--- src/rtl/dmtd_pkg.sv ---
// Shared definitions for the DMTD phase measurement slice.
// Holds the measurement FSM state encoding and the default sizing constants
// used by the front end (synchronizer depth) and the phase meter.
package dmtd_pkg;

  typedef enum logic [0:0] {
    StIdle = 1'b0,
    StMeas = 1'b1
  } dmtd_state_e;

  localparam int unsigned DefCntW        = 16;
  localparam int unsigned DefDeglitchLen = 4;
  // Flop depth of the front-end synchronizers feeding dmtd_in.
  localparam int unsigned SyncDepth      = 2;

endpackage

--- src/rtl/dmtd_phase_meter_if.sv ---
// Result channel from the phase meter to the downstream phase/frequency logic.
//   meas_period  cycles between consecutive filtered rising edges
//   meas_high    filtered-high cycles within that period
//   meas_valid   result valid, held until accepted
//   meas_ready   downstream accepts when meas_valid & meas_ready
// master: the phase meter (producer); slave: the consumer.
interface dmtd_phase_meter_if import dmtd_pkg::*; #(
  parameter int unsigned CNT_W = DefCntW
) ();

  logic [CNT_W-1:0] meas_period;
  logic [CNT_W-1:0] meas_high;
  logic             meas_valid;
  logic             meas_ready;

  modport master (
    output meas_period,
    output meas_high,
    output meas_valid,
    input  meas_ready
  );

  modport slave (
    input  meas_period,
    input  meas_high,
    input  meas_valid,
    output meas_ready
  );

endinterface

--- src/rtl/dmtd_deglitch.sv ---
// Beat deglitcher: the filtered level follows din only after din has differed
// from it for DEGLITCH_LEN consecutive cycles; any break restarts the count.
//   clk, rst_n  clock, asynchronous active-low reset
//   din         synchronized raw beat
//   filt        filtered beat level
//   rise        one-cycle strobe on a filtered rising edge
module dmtd_deglitch import dmtd_pkg::*; #(
  parameter int unsigned DEGLITCH_LEN = DefDeglitchLen
) (
  input  logic clk,
  input  logic rst_n,
  input  logic din,
  output logic filt,
  output logic rise
);

  localparam int unsigned     CntW    = $clog2(DEGLITCH_LEN + 1);
  localparam logic [CntW-1:0] CntLast = CntW'(DEGLITCH_LEN - 1);
  localparam logic [CntW-1:0] CntOne  = CntW'(1);

  logic [CntW-1:0] stab_q, stab_d;
  logic            filt_q, filt_d;
  logic            filt_prev_q;

  always_comb begin
    stab_d = '0;
    filt_d = filt_q;
    if (din != filt_q) begin
      if (stab_q == CntLast) begin
        filt_d = ~filt_q;
      end else begin
        stab_d = stab_q + CntOne;
      end
    end
  end

  always_ff @(posedge clk or negedge rst_n) begin
    if (!rst_n) begin
      stab_q      <= '0;
      filt_q      <= 1'b0;
      filt_prev_q <= 1'b0;
    end else begin
      stab_q      <= stab_d;
      filt_q      <= filt_d;
      filt_prev_q <= filt_q;
    end
  end

  assign filt = filt_q;
  assign rise = filt_q & ~filt_prev_q;

endmodule

--- src/rtl/dmtd_phase_meter.sv ---
// DMTD phase meter: deglitches the XOR beat, counts total and high cycles of
// each filtered beat period and hands {period, high} downstream over a
// valid/ready channel with a single holding register.
//   clk, rst_n  clock, asynchronous active-low reset
//   en          measurement enable (deglitcher runs regardless)
//   dmtd_in     synchronized XOR beat
//   meas        result channel (master side)
//   overrun     pulse: result dropped because the holding register was full
//   timeout     pulse: period counter saturated, measurement abandoned
module dmtd_phase_meter import dmtd_pkg::*; #(
  parameter int unsigned CNT_W        = DefCntW,
  parameter int unsigned DEGLITCH_LEN = DefDeglitchLen
) (
  input  logic                clk,
  input  logic                rst_n,
  input  logic                en,
  input  logic                dmtd_in,
  dmtd_phase_meter_if.master  meas,
  output logic                overrun,
  output logic                timeout
);

  localparam logic [CNT_W-1:0] CntMax = '1;
  localparam logic [CNT_W-1:0] CntOne = CNT_W'(1);

  logic filt, rise;

  dmtd_deglitch #(
    .DEGLITCH_LEN(DEGLITCH_LEN)
  ) u_deglitch (
    .clk  (clk),
    .rst_n(rst_n),
    .din  (dmtd_in),
    .filt (filt),
    .rise (rise)
  );

  dmtd_state_e      state_q;
  logic [CNT_W-1:0] period_cnt_q, high_cnt_q;
  logic [CNT_W-1:0] period_q, high_q;
  logic             valid_q, overrun_q, timeout_q;
  logic             emit;

  // A rise while measuring closes the current period with pre-increment counts.
  assign emit = en && (state_q == StMeas) && rise;

  always_ff @(posedge clk or negedge rst_n) begin
    if (!rst_n) begin
      state_q      <= StIdle;
      period_cnt_q <= '0;
      high_cnt_q   <= '0;
      period_q     <= '0;
      high_q       <= '0;
      valid_q      <= 1'b0;
      overrun_q    <= 1'b0;
      timeout_q    <= 1'b0;
    end else begin
      overrun_q <= 1'b0;
      timeout_q <= 1'b0;

      if (!en) begin
        state_q <= StIdle;
      end else begin
        unique case (state_q)
          StIdle: begin
            if (rise) begin
              period_cnt_q <= CntOne;
              high_cnt_q   <= CntOne;
              state_q      <= StMeas;
            end
          end
          StMeas: begin
            if (rise) begin
              period_cnt_q <= CntOne;
              high_cnt_q   <= CntOne;
            end else if (period_cnt_q == CntMax) begin
              timeout_q <= 1'b1;
              state_q   <= StIdle;
            end else begin
              period_cnt_q <= period_cnt_q + CntOne;
              high_cnt_q   <= high_cnt_q + CNT_W'(filt);
            end
          end
          default: state_q <= StIdle;
        endcase
      end

      // Holding register: a full, unaccepted register drops the new result.
      if (emit) begin
        if (!valid_q || meas.meas_ready) begin
          period_q <= period_cnt_q;
          high_q   <= high_cnt_q;
          valid_q  <= 1'b1;
        end else begin
          overrun_q <= 1'b1;
        end
      end else if (meas.meas_ready) begin
        valid_q <= 1'b0;
      end
    end
  end

  assign meas.meas_period = period_q;
  assign meas.meas_high   = high_q;
  assign meas.meas_valid  = valid_q;
  assign overrun          = overrun_q;
  assign timeout          = timeout_q;

endmodule

--- src/flat_wrapper.sv ---
// flat-port wrapper written by rule: the top's interface ports become plain ports
module dmtd_phase_meter_flat import dmtd_pkg::*;
#(
  parameter int unsigned CNT_W        = DefCntW,
  parameter int unsigned DEGLITCH_LEN = DefDeglitchLen
)
  (clk, rst_n, en, dmtd_in, overrun, timeout, meas_meas_period, meas_meas_high, meas_meas_valid, meas_meas_ready);
  dmtd_phase_meter_if #(.CNT_W(CNT_W)) meas_i ();
  input  logic clk;
  input  logic rst_n;
  input  logic en;
  input  logic dmtd_in;
  output logic overrun;
  output logic timeout;
  output wire logic [$bits(meas_i.meas_period)-1:0] meas_meas_period;
  output wire logic [$bits(meas_i.meas_high)-1:0] meas_meas_high;
  output wire logic [$bits(meas_i.meas_valid)-1:0] meas_meas_valid;
  input wire logic [$bits(meas_i.meas_ready)-1:0] meas_meas_ready;
  assign meas_meas_period = meas_i.meas_period;
  assign meas_meas_high = meas_i.meas_high;
  assign meas_meas_valid = meas_i.meas_valid;
  assign meas_i.meas_ready = meas_meas_ready;
  dmtd_phase_meter #(.CNT_W(CNT_W), .DEGLITCH_LEN(DEGLITCH_LEN)) u_core (.clk(clk), .rst_n(rst_n), .en(en), .dmtd_in(dmtd_in), .meas(meas_i), .overrun(overrun), .timeout(timeout));
endmodule
--- config.mk ---
export PLATFORM = sky130hd
export DESIGN_NAME = dmtd_phase_meter_flat
export DESIGN_NICKNAME = d
export VERILOG_FILES = /design/src/rtl/dmtd_pkg.sv /design/src/rtl/dmtd_phase_meter_if.sv /design/src/rtl/dmtd_deglitch.sv /design/src/rtl/dmtd_phase_meter.sv /design/src/flat_wrapper.sv
export SDC_FILE = /design/constraint.sdc
export NUM_CORES = 1
export LEC_CHECK = 0
export CAP_MARGIN = 30
export CELL_PAD_IN_SITES_DETAIL_PLACEMENT = 0
export CELL_PAD_IN_SITES_GLOBAL_PLACEMENT = 1
export CORE_ASPECT_RATIO = 0.9
export CORE_MARGIN = 5
export CORE_UTILIZATION = 44
export DETAILED_ROUTE_END_ITERATION = 6
export PLACE_DENSITY = 0.77
export SYNTH_ARGS = -nofsm -noshare
export SYNTH_HDL_FRONTEND = slang
export SYNTH_HIERARCHICAL = 1
export SYNTH_SLANG_ARGS = --single-unit
--- constraint.sdc ---
create_clock -name clk -period 2.1 [get_ports clk]
set_input_delay 0.525 -clock clk [delete_from_list [all_inputs] [get_ports clk]]
set_output_delay 0.525 -clock clk [all_outputs]
set_load 0.01 [all_outputs]
==> results <==
[worst max-delay path by stage]
stage                                                  end  slack (ps)  cells past startpoint
detailed placement   u_core/meas.meas_high[11]$_DFFE_PN0P_         -80                      5
CTS                 u_core/meas.meas_period[4]$_DFFE_PN0P_         110                      5
global placement     u_core/meas.meas_high[11]$_DFFE_PN0P_         -50                      5
finish                   u_core/high_cnt_q[14]$_DFFE_PN0P_         190                      6
global route              u_core/high_cnt_q[2]$_DFFE_PN0P_          50                      8
floorplan             u_core/meas.meas_high[0]$_DFFE_PN0P_         210                      6
[stage by stage]
step                      setup WS [ps]  hold slack [ps]  cell area, sq um
after floorplan                     209              229              3360
after global placement            -53.9              431              4070
after detailed placement          -75.1              435              4070
after CTS                           112              206              4280
after global routing               45.7              222              4280
final                               193              201              4280
[layout by cell type (no fill, tap or decap), types with 2 or more instances in the layout]
master,count
a21oi_1,6
a22o_1,2
a31oi_1,9
a41oi_1,2
and3_1,2
buf_4,33
clkbuf_1,2
clkbuf_8,12
clkdlybuf4s50_1,38
dfrtp_1,73
ha_1,4
inv_1,7
mux2_2,33
nand2_1,23
nand2b_1,2
nand3_1,16
nand4_1,9
nand4_2,3
nor2_1,13
nor2b_2,2
nor3_1,8
nor3b_1,2
o211ai_1,4
o21ai_0,27
o31ai_1,7
or4_4,2
[synthesized netlist by cell type, types with 2 or more instances]
library cell	count	share of area, %
o31ai_1	7	1.6
nor3_1	8	1.2
dfrtp_1	73	54
nand2b_1	2	0.37
nor3b_1	2	0.45
a41oi_1	2	0.52
a22o_1	2	0.52
a21oi_1	6	0.89
nand4_1	9	1.7
a31oi_1	9	1.7
nand2_1	23	2.6
and3_1	2	0.37
nor2b_1	3	0.56
mux2_2	33	11
ha_1	4	1.5
buf_2	6	0.89
or4_4	2	0.67
inv_1	7	0.78
buf_4	3	0.67
nand4_2	3	1.1
nand3_1	16	2.4
o21ai_0	27	4.0
o211ai_1	4	0.89
clkbuf_1	3	0.34
nor2_1	13	1.5
[cell type report]
class                      count  area (sq um)
clock buffer                  14           173
clock inverter                 2          35.0
fill                         650          3230
inverter                       8          30.0
multi-input combinational    203          1440
sequential                    73          1830
tap                           96           120
timing repair buffer          73           653
[sequential cells by signal, indices dropped and copies added (netlist names), 3 cells and up]
register	flops
u_core/meas.meas_period	16
u_core/u_deglitch/stab_q	3
u_core/meas.meas_high	16
u_core/high_cnt_q	16
u_core/period_cnt_q	16
[metal layers]
layer,vias to the layer above,track usage [%],share of wire [%],routed length (um)
met1,1236,23.1,46,3420
met3,7,6.17,5.2,381
met4,0,4.81,0.85,63
met5,-,0,0,0
met2,52,27.3,48,3530
li1,1240,-,-,-
[cell families (layout without fill, tap and decap cells)]
family	Yosys count	after routing
mux	33	33
compound gates	66	66
simple gates	99	99
fa+ha+maj	4	4
buf+inv	20	97
flops	73	73
xor+xnor	1	1
[worst max-delay path: stages, from the launching register on]
cell     delay (ps)
dfrtp_1         480
ha_1            250
nand4_2         120
nor4_2          360
nand3_1         130
or4_1           410
nand3_1          90
[repair_timing]
| item | 4_1_cts | 5_1_grt |
|---|---|---|
| endpoints found under the hold margin | 0 | 0 |
| hold buffers | 0 | 0 |
| setup buffers | 0 | 0 |
| endpoints found under the setup margin | 0 | 2 |
| resized for setup | 0 | 1 |
[power by group through the flow]
| stage | sequential [mW] | combinational, mW | clock [mW] |
|---|---|---|---|
| after global routing | 1.73 | 1.19 | 1.24 |
| after global placement | 1.73 | 1.06 | 0 |
| after floorplan | 1.73 | 0.574 | 0 |
| after detailed placement | 1.73 | 1.08 | 0 |
| final | 1.71 | 1.07 | 1.14 |
| after CTS | 1.70 | 1.08 | 1.18 |
==> flow_summary.toml <==
[synth]
syn_inst = 296
synth_warnings = 6
synth_nets = 305
ys_seq_elements = 73
yosys-mux-area-fraction_pct = 11.1
synth-edff-count = 0
netlist_area_sq_um = 3360
synth_cell_types = 52
synth_top_family_by_area = "simple AND/OR/NAND/NOR gates"
synth-compound-area-share_pct = 12.4
synthAdderAreaFrac_pct = 1.49
ys_async_sr_fraction_pct = 100
yosysSeqAreaShare_pct = 54.4
avgSynthCellArea_sq_um = 11.3
synth_xor_xnor_area_share_pct = 0.261
synth-main-ff-cell = "dfrtp_1"
synthSimpleGateAreaFrac_pct = 17.6

[clock_network]
clk_path_buf_depth = 2
htree_num_levels = 3
clock_latency_ps = 340
clk_pin_slew_ps = 70
numCtsBuffers = 9
cts_root_buffer = "clkbuf_8"
clock_sinks = 73
cts_tree = "yes"

[final_layout]
nets = 377
fin_util_pct = 57.0
num_antenna_cells = 0
syn_to_final_growth_pct = 27.5
final_cells = 469
final_layout_size_suffix_gt1_share_pct = 27.3

[routing]
dr.first_iter.drc_count = 136
drt_wl_total_um = 7400
postRouteAntennaNets = 0
firstDrtPassIters = 4
vias = 2535
wl_per_cell_um = 15.8
drc = 0
vias_per_cell = 5.41

[status]
status = "finished clean"

[place]
placed_cells = 453
dp_hpwl_um = 5100
port_buffers = 39
gp_congestion = 0.815

[pwr]
power_mw = 3.92
clkPwrFrac_pct = 29.1
p_switching_mw = 1.19
comb_power_share_pct = 27.4
p_leak_nw = 1.90
swShare_pct = 30.4
ir_drop_uv = 452
p_int_mw = 2.72
p_seq_share_pct = 43.6
p_per_area_nw_per_um2 = 915

[global_routing]
grt_overflow = 0
grt_max_degree = 74
grt_use_total_pct = 17.5
grt_pass1_vias = 2637
grt_pass1_wl_um = 12900
antenna_found_initial = 0

[floorplanning]
dieWidth_um = 102
start_util_pct = 44.7
row_count = 30
die_area_sq_um = 9480
io_pins = 40
coreArea_sq_um = 7510
die_h_um = 92.9

[sta]
rsz0062_at_grt = "false"
fin_skew_ps = 3.02
period_share_pct = 90.8
slew-limit-headroom_pct = 74.7
final.min_clock_period_ps = 1910
fmax_ghz = 0.524
hold_violations = 0
tns_ps = 0
maxSlewViolCount = 0
worst_pin_slew_ps = 380
setup_viol = 0

[setup_path]
critPathRequiredTime_ps = 2380
worstPathMaxFanout = 6
startpoint = "u_core/u_deglitch/filt$_DFFE_PN0P_"
r2r-end = "u_core/high_cnt_q[14]$_DFFE_PN0P_"
crit_type = "register to register"
crit_path_start_kind = "register"
regToRegSetupSlack_ps = 190
reg2reg_depth = 6
timing.rr.start = "u_core/u_deglitch/filt$_DFFE_PN0P_"
cp-end-kind = "register"
cp_data_arrival_time_ps = 2190

[job]
drv_cap = 0

[min_path]
holdCritPathClass = "input pin to asynchronous set/reset pin"
Power figures use the tool's default switching activity.
==> RTL change: new RTL, config.mk and constraints unchanged <==
Reset style: synchronous (`rst_n`), changed in 2 clocked blocks. Comments in the files are not updated.
--- a/src/rtl/dmtd_deglitch.sv
+++ b/src/rtl/dmtd_deglitch.sv
@@ -34,7 +34,7 @@
     end
   end
 
-  always_ff @(posedge clk or negedge rst_n) begin
+  always_ff @(posedge clk) begin
     if (!rst_n) begin
       stab_q      <= '0;
       filt_q      <= 1'b0;
--- a/src/rtl/dmtd_phase_meter.sv
+++ b/src/rtl/dmtd_phase_meter.sv
@@ -44,7 +44,7 @@
   // A rise while measuring closes the current period with pre-increment counts.
   assign emit = en && (state_q == StMeas) && rise;
 
-  always_ff @(posedge clk or negedge rst_n) begin
+  always_ff @(posedge clk) begin
     if (!rst_n) begin
       state_q      <= StIdle;
       period_cnt_q <= '0;
Behaviour: no difference found for any inputs over 10 cycles, from zero or initial values and one cycle with rst_n low; that may be too few to reach the edited logic, so the function may still have changed.
==> RTL change against the original RTL <==
  * Sequential cell count unchanged
  * Area after synthesis down 6.2%
  * Maximum frequency down 1.1%
  * Wire length up 2.3%
  * Cell count up 16%
  * Count of clock-buffer cells in the layout down 3
  * Setup slack worse by 0.022 ns
  * Design area down 5.4%
  * Die area down 5.6%
  * Critical endpoint is now u_core/high_cnt_q[10]
Power is not compared: it rests on default switching activity, and its combinational part moved more than twofold at a synthesized area within 25%.
==> RTL change: results (changes against the original RTL) <==
synth top area cells=dfxtp_1 (46%), nand2_1 (10%), a21boi_0 (7.9%); Hold Crit Class=reg2reg; total CTS buffers=9 (unchanged); CP peak stage delay=0.60 ns (+0.12 ns); Least-Margin Pin Slew=0.3621 ns (-0.01795 ns); Initial DRC Count=141 (+3.7%); maximum number of pins on one net before global-route repair=40 (-46%); CP max FO=8 (+2); Total GRT Usage=17.82% (+0.30 points); CTS Root Cell=clkbuf_8; Syn Nets=387 (+27%); maximum buffer depth of the clock tree=2 (unchanged); htree depth=3 (unchanged); status=completed; Final Cycle Share=91.85% (+1.0 points); Post-Route Setup TNS=0 ns (unchanged); antenna violations before repair=0 (unchanged); antenna cell count=0 (unchanged); Primary FF master, synth=dfxtp_1; clk_skew=0.01026 ns (+0.007242 ns); pre-CTS setup slack=0.06023 ns (+0.1354 ns); routability congestion estimate=0.8410 (+3.1%); Crit. Startpoint=u_core/period_cnt_q[0]; Yosys cell types=45 (-13%); ys async rst share=0% (-100 points); Crit-path slowest cell=or4_4; Crit path max-delay family=simple AND/OR/NAND/NOR gates; Yosys warnings=6 (unchanged); post-DR vias/cell=5.233 (-3.2%); first-pass GRT wire length=13020 um (+0.64%); register area share after synthesis=46.42% (-8.0 points); final wirelength=7565 um (+2.3%); share of cells above drive strength 1=14.13% (-13 points); fin nets=459 (+22%); crit path launch type=flip-flop; most frequent cells after synthesis=nand2_1 (86), dfxtp_1 (73), a21boi_0 (33); critical path endpoint=u_core/high_cnt_q[10]; Max Cap Viol=0 (unchanged); half-perimeter wire length after placement=5562 um (+9.0%); FF-to-FF path depth=7 (+1); vias in the first global route=2684 (+1.8%); flop2flop setup slack=0.17 ns (-0.02 ns)
## RTL change: cell types whose count changed after synthesis, sizes merged, moves of 4 or more
cell    change
a21boi     +33
a21oi       +5
and3        +4
buf         -4
clkbuf     +10
dfrtp      -73
dfxtp      +73
mux2       -33
nand2      +62
nand4       -4
nor2        +6
o21ai       +6
## RTL change: layout make-up
cell class,instances,area [um2]
clock buffers,11,131.4
clock inverters,4,45.04
fillers,617,2957
inverters,6,22.52
multi-input cells,280,1579
flip-flops and latches,73,1461
well taps,93,116.4
repair buffers,79,690.7
## RTL change: metal layers
metal / vias to the layer above / wire length [um] / GRT usage, %
li1: 1479 / - / -
met1: 1318 / 3678 / 23.54
met2: 52 / 3466 / 27.52
met3: 8 / 323 / 5.031
met4: 0 / 97 / 6.712
met5: - / 0 / 0
## RTL change: kinds of logic after synthesis
group / Yosys count / synth area share, %
DFF: 73 / 46.42
AOI/OAI and AO/OA: 105 / 21.86
buffers and inverters: 24 / 3.497
muxes: 1 / 0.3180
xor gates and xnor gates: 2 / 0.5565
adders and majority gates: 5 / 1.987
and+or+nand+nor: 167 / 25.36
## RTL change: through the flow
stage                     instances  utilization (%)  hold slack (ns)  area (um2)
final                           546            57.78           0.4318        4046
after global placement          531            55.26           0.4170        3870
after CTS                       546            57.78           0.4321        4046
after detailed placement        531            55.26           0.4214        3870
after global routing            546            57.78           0.4357        4046
after floorplan                 377                -           0.4069        3148
## RTL change: report_power, final
| group | total [W] | switching (W) | internal, W |
|---|---|---|---|
| logic | 0.0000630 | 0.0000322 | 0.0000308 |
| clock network | 0.00103 | 0.000496 | 0.000537 |
| registers | 0.00139 | 0.00000145 | 0.00139 |
| total | 0.00248 | 0.000530 | 0.00195 |
